**config.mk**
```make
export PLATFORM = sky130hd
export DESIGN_NAME = fill_rect_engine_p
export DESIGN_NICKNAME = d
export VERILOG_FILES = /design/src/rtl/fill_rect_pkg.sv /design/src/rtl/fill_rect_mask.sv /design/src/rtl/fill_rect_engine_p.sv
export SDC_FILE = /design/constraint.sdc
export NUM_CORES = 1
export LEC_CHECK = 0
export ABC_AREA = 1
export CORE_MARGIN = 3
export CORE_UTILIZATION = 45
export CTS_CLUSTER_SIZE = 40
export DETAILED_ROUTE_END_ITERATION = 12
export PLACE_DENSITY = 0.68
export SETUP_SLACK_MARGIN = 0.5
export SLEW_MARGIN = 40
export SYNTH_ARGS = -nofsm -noshare
export SYNTH_HDL_FRONTEND = slang
export SYNTH_SLANG_ARGS = --single-unit
```
**constraint.sdc**
```tcl
create_clock -name clk -period 5.2 [get_ports clk]
set_clock_uncertainty 0.15 [all_clocks]
set_input_delay 1.04 -clock clk [delete_from_list [all_inputs] [get_ports clk]]
set_output_delay 1.04 -clock clk [all_outputs]
set_load 0.01 [all_outputs]
```
**src/rtl/fill_rect_pkg.sv**
```systemverilog
// fill_rect_pkg: shared states, mode bits and derived geometry for the rectangle-fill engine
package fill_rect_pkg;
  typedef enum logic [1:0] {S_IDLE, S_SETUP, S_FILL} state_t;
  localparam int MODE_CLIP = 0;
  function automatic int ppw(input int data_w, input int bpp);
    return data_w / bpp;
  endfunction
  function automatic int cb(input int bpp);
    return bpp / 8;
  endfunction
  function automatic int wpr(input int fb_w, input int data_w, input int bpp);
    return fb_w / ppw(data_w, bpp);
  endfunction
  function automatic int cmd_len(input int bpp);
    return 9 + cb(bpp);
  endfunction
  function automatic bit params_ok(input int data_w, input int bpp, input int fb_w);
    return (bpp == 8 || bpp == 16 || bpp == 32) && data_w % bpp == 0 &&
           (data_w & (data_w - 1)) == 0 && fb_w % ppw(data_w, bpp) == 0;
  endfunction
endpackage

```
**src/rtl/fill_rect_mask.sv**
```systemverilog
// fill_rect_mask: byte enables for the pixels of word wi that fall inside [x, x1)
module fill_rect_mask
  import fill_rect_pkg::*;
#(
  parameter int DATA_W = 32,
  parameter int BPP    = 8
) (
  input  logic [16:0]         wi,
  input  logic [15:0]         x,
  input  logic [16:0]         x1,
  output logic [DATA_W/8-1:0] wben
);
  localparam int PPW = ppw(DATA_W, BPP);
  localparam int CB  = cb(BPP);
  for (genvar p = 0; p < PPW; p++) begin : g_px
    logic [31:0] pix;
    assign pix = 32'(wi) * 32'(PPW) + 32'(p);
    assign wben[p*CB +: CB] = {CB{pix >= 32'(x) && pix < 32'(x1)}};
  end
endmodule

```
**src/rtl/fill_rect_engine_p.sv**
```systemverilog
// fill_rect_engine_p: deserialises a fill command and emits one masked write per covered framebuffer word
module fill_rect_engine_p
  import fill_rect_pkg::*;
#(
  parameter int DATA_W = 32,
  parameter int ADDR_W = 16,
  parameter int BPP    = 8,
  parameter int FB_W   = 320,
  parameter int FB_H   = 240
) (
  input  logic                clk,
  input  logic                rst_,
  input  logic [7:0]          cmd_in_data,
  input  logic                cmd_in_rts,
  output logic                cmd_out_rtr,
  output logic [DATA_W-1:0]   arb_out_data,
  output logic [ADDR_W-1:0]   arb_out_addr,
  output logic [DATA_W/8-1:0] arb_out_wben,
  output logic                arb_out_op,
  output logic                arb_out_rts,
  input  logic                arb_in_rtr,
  output logic                busy
);
  localparam int PPW = ppw(DATA_W, BPP);
  localparam int WPR = wpr(FB_W, DATA_W, BPP);
  localparam int LEN = cmd_len(BPP);
  localparam int CW  = cb(BPP) * 8;
  localparam int F   = 64 + CW;
  if (!params_ok(DATA_W, BPP, FB_W)) begin : g_bad_params
    $error("fill_rect_engine_p: illegal DATA_W/BPP/FB_W combination");
  end
  state_t state, state_n;
  logic [3:0] cnt;
  logic [F-1:0] cmd;
  logic clip, take, hs, fill, empty, last_word, last_row;
  logic [15:0] x, y, w, h;
  logic [16:0] x1r, y1r, x1, y1, wf, wl, wi, cy;
  logic [ADDR_W-1:0] row_base;
  logic [DATA_W/8-1:0] mask;
  // The mode byte is captured on its own so the shift register holds only geometry and colour
  assign x = cmd[F-1 -: 16];
  assign y = cmd[F-17 -: 16];
  assign w = cmd[F-33 -: 16];
  assign h = cmd[F-49 -: 16];
  assign x1r = {1'b0, x} + {1'b0, w};
  assign y1r = {1'b0, y} + {1'b0, h};
  assign x1 = clip && x1r > 17'(FB_W) ? 17'(FB_W) : x1r;
  assign y1 = clip && y1r > 17'(FB_H) ? 17'(FB_H) : y1r;
  assign empty = w == '0 || h == '0 || (clip && (x >= 16'(FB_W) || y >= 16'(FB_H)));
  assign wf = {1'b0, x} / 17'(PPW);
  assign wl = (x1 - 17'd1) / 17'(PPW);
  assign last_word = wi == wl;
  assign last_row = cy == y1 - 17'd1;
  assign fill = state == S_FILL;
  assign take = cmd_in_rts && cmd_out_rtr;
  assign hs = arb_out_rts && arb_in_rtr;
  assign cmd_out_rtr = state == S_IDLE;
  assign busy = state != S_IDLE || cnt != '0;
  assign arb_out_rts = fill;
  assign arb_out_op = fill;
  assign arb_out_addr = fill ? row_base + ADDR_W'(wi) : '0;
  assign arb_out_data = fill ? {(DATA_W/CW){cmd[CW-1:0]}} : '0;
  assign arb_out_wben = fill ? mask : '0;
  fill_rect_mask #(.DATA_W(DATA_W), .BPP(BPP)) u_mask (
    .wi  (wi),
    .x   (x),
    .x1  (x1),
    .wben(mask)
  );
  always_comb begin
    state_n = state == S_IDLE  ? (take && cnt == 4'(LEN - 1) ? S_SETUP : S_IDLE) :
              state == S_SETUP ? (empty ? S_IDLE : S_FILL) :
              (hs && last_word && last_row ? S_IDLE : S_FILL);
  end
  always_ff @(posedge clk) begin
    if (rst_) state <= S_IDLE;
    else state <= state_n;
  end
  always_ff @(posedge clk) begin
    if (rst_) cnt <= '0;
    else if (take) cnt <= cnt == 4'(LEN - 1) ? '0 : cnt + 4'd1;
    if (take && cnt == 4'd8) clip <= cmd_in_data[MODE_CLIP];
    else if (take) cmd <= {cmd[F-9:0], cmd_in_data};
    if (state == S_SETUP) begin
      wi <= wf;
      cy <= {1'b0, y};
      row_base <= ADDR_W'(32'(y) * 32'(WPR));
    end else if (hs && last_word) begin
      wi <= wf;
      cy <= cy + 17'd1;
      row_base <= row_base + ADDR_W'(WPR);
    end else if (hs) begin
      wi <= wi + 17'd1;
    end
  end
endmodule

```
==> impl_metrics.csv <==
group,metric,value,unit
yosys,yosysSeqAreaShare,33.3,%
clocking,cts_max_level,4,
run,drv_cap,0,
layout,fin_area,14300,um^2
yosys,synth-seq-cells,125,
route,drt-initial-drc-count,908,
timing,slew_headroom,36.3,%
floorplanning,die_y,162,um
clocking,numCtsBuffers,17,
status,violations,"negative setup slack",
pwr,peakVddDrop,0.000239,V
yosys,synthesis.area,11000,um^2
route,wirelength,34500,um
yosys,synth-edff-count,115,
route,drc_errors,0,
timing,setup_violations,26,
timing,max_clock_freq,0.183,GHz
route,ant_nets,0,
floorplanning,io_pins,68,
yosys,synth_area_leaders,"edfxtp_1, nand2_1, ha_1",
yosys,synthFlopType,"edfxtp_1",
critical_path,critical_path_required,4010,ps
global_route,grt_max_degree,73,
clocking,clock-root-buffer,"clkbuf_16",
layout,drive_above_1_share,18.6,%
timing,rsz0062_at_grt,"yes",
pwr,power_density,212,nW/um^2
global_route,overflow,0,
pwr,total_power,3.03,mW
layout,layout.nets,1856,
layout,final_util,60.2,%
yosys,netlist_instances,1536,
global_route,grt_pass1_wl,53100,um
yosys,synthesis.nets,1647,
route,num_vias,11100,
floorplanning,die_area,26300,um^2
critical_path,critPathLaunchType,"flop",
route,vias_per_cell,5.34,
clocking,tritoncts,"done",
status,status,"finished with violations",
timing,hold_slack,294,ps
timing,worst_slack,-271,ps
layout,final_cell_count_no_fill,2076,
critical_path,crit_fanout,5,
yosys,synth-async-reset-ratio,0,%
critical_path,critPathCaptureType,"primary output",
critical_path,rr_worst_depth,32,
clocking,clk_latency,420,ps
floorplanning,die_w,162,um
global_route,grt_usage,25.5,%
clocking,cts_max_path_buffers,2,
floorplanning,start_util,46.3,%
critical_path,r2r-start,"cmd[56]",
yosys,avgSynthCellArea,7.14,um^2
placed_design,port_buffers,67,
clocking,clkTransAtPathRegs,60,ps
layout,antenna_cells,0,
yosys,netlist.area_leader.share,31.5,%
yosys,synth_common_cells,"nand2_1, inv_1, nor2_1, nand3_1, edfxtp_1",
yosys,ys_types,53,
yosys,synth_top_area_cell,"edfxtp_1",
placed_design,place_hpwl,25600,um
timing,worst_pin_slew,954,ps
placed_design,place_congestion,0.945,
timing,finalSetupTns,-1390,ps
timing,min_period,5470,ps
critical_path,regToRegEndpoint,"wi[2]",
yosys,yosysWarnings,0,
route,first_pass_iters,5,
floorplanning,core,23700,um^2
layout,area_growth,30.0,%
yosys,synth.most_common_cell,"nand2_1",
route,post_drt_wl_per_cell,16.6,um
global_route,antenna_found_initial,0,
critical_path,arrival,4280,ps
pwr,p_leak,6.72,nW
placed_design,place_ws,-355,ps
placed_design,dp_cells,1996,
critical_path,r2r_setup_slack,-40,ps
timing,hold_viol,0,
global_route,grt_pass1_vias,10500,
timing,period_share,105,%
clocking,clock-sinks,125,
worst_hold_path,min_path_type,"flop to flop",
critical_path,critical_path.endpoint,"arb_out_wben[3]",
floorplanning,num_rows,56,
critical_path,startpoint,"cmd[56]",
critical_path,worst-setup-path-type,"flop to primary output",
placed_design,placed_area,12700,um^2
timing,finalMaxSlewViolations,0,
==> power breakdown <==
part / switching (mW) / internal [mW]
combinational: 0.448 / 0.315
clock: 0.448 / 0.643
sequential: 0.0430 / 1.13
total: 0.939 / 2.09
==> flip-flops by register name (all words and copies together), names as in the netlist <==
register / count
clip: 1
cmd: 72
cnt: 4
cy: 17
row_base: 12
wi: 17
state: 2
==> cell usage in the layout (no fill, tap or decap), types with 15 or more instances in the layout <==
| cell type | count |
|---|---|
| nand2_1 | 398 |
| inv_1 | 228 |
| nor2_1 | 157 |
| buf_4 | 142 |
| edfxtp_1 | 115 |
| nand3_1 | 109 |
| ha_1 | 79 |
| clkdlybuf4s50_1 | 60 |
| o21ai_0 | 59 |
| a21oi_1 | 49 |
| nor3_1 | 32 |
| xor2_1 | 31 |
| nand4_1 | 26 |
| nand2_2 | 23 |
| clkbuf_16 | 20 |
| o21ai_2 | 15 |
| buf_6 | 15 |
==> how the worst min path moves through the flow <==
stage | start | end | slack [ps] | depth (start not counted)
floorplan | cmd[2] | cmd[10] | 280 | 0
global placement | cmd[3] | cmd[11] | 280 | 0
detailed placement | cmd[7] | cmd[15] | 280 | 0
CTS | cmd[7] | cmd[15] | 300 | 0
global route | cmd[6] | cmd[14] | 300 | 0
finish | cmd[7] | cmd[15] | 290 | 0
==> layout make-up <==
cell class / count / area, um^2
fill: 2154 / 9420
multi-input combinational: 1134 / 6740
sequential: 125 / 3650
timing repair buffer: 230 / 2030
inverter: 237 / 908
clock buffer: 17 / 425
tap: 319 / 399
clock inverter: 14 / 104
==> logic make-up (layout without fill, tap and decap cells) <==
logic type | Yosys count | in the layout | share of synthesized area, %
AO/OA/AOI/OAI | 177 | 177 | 9.42
flip-flops | 125 | 125 | 33.3
adder cells (fa/ha/maj) | 99 | 99 | 11.6
XOR/XNOR | 38 | 38 | 3.03
AND/OR/NAND/NOR | 819 | 820 | 32.0
buffers and inverters | 278 | 498 | 10.7
==> worst max-delay path, cell delays in order, from the launching register on <==
cell and delay, ps:
edfxtp_1 400, ha_2 220, fa_2 420, or2_4 260
nor2_4 100, nand3_2 100, nor2_4 110, nand3_2 80
nand2_2 90, nand3_4 80, o21bai_4 270, buf_6 140
nand2_4 50, ha_4 220, a21oi_2 150, nor2_2 50
nor2_2 160, nor4_4 60, a2111oi_4 250, buf_4 180
buf_6 90, a21oi_4 40, a311oi_2 180, buf_2 170
==> metal layers <==
layer,GRT usage [%],wire [um],vias to the layer above,share of wire (%)
li1,-,-,5480,-
met1,32.3,14500,5195,42
met2,44.5,16900,330,49
met3,2.63,1620,75,4.7
met4,10.4,1470,0,4.2
met5,0,0,-,0
==> what timing repair did <==
item	4_1_cts	5_1_grt
hold buffers	0	0
resized for setup	88	77
endpoints found under the setup margin	6	55
cloned	0	5
buffers inserted	23	21
pin swaps	38	44
No activity file was read; power rests on OpenSTA's default activity.
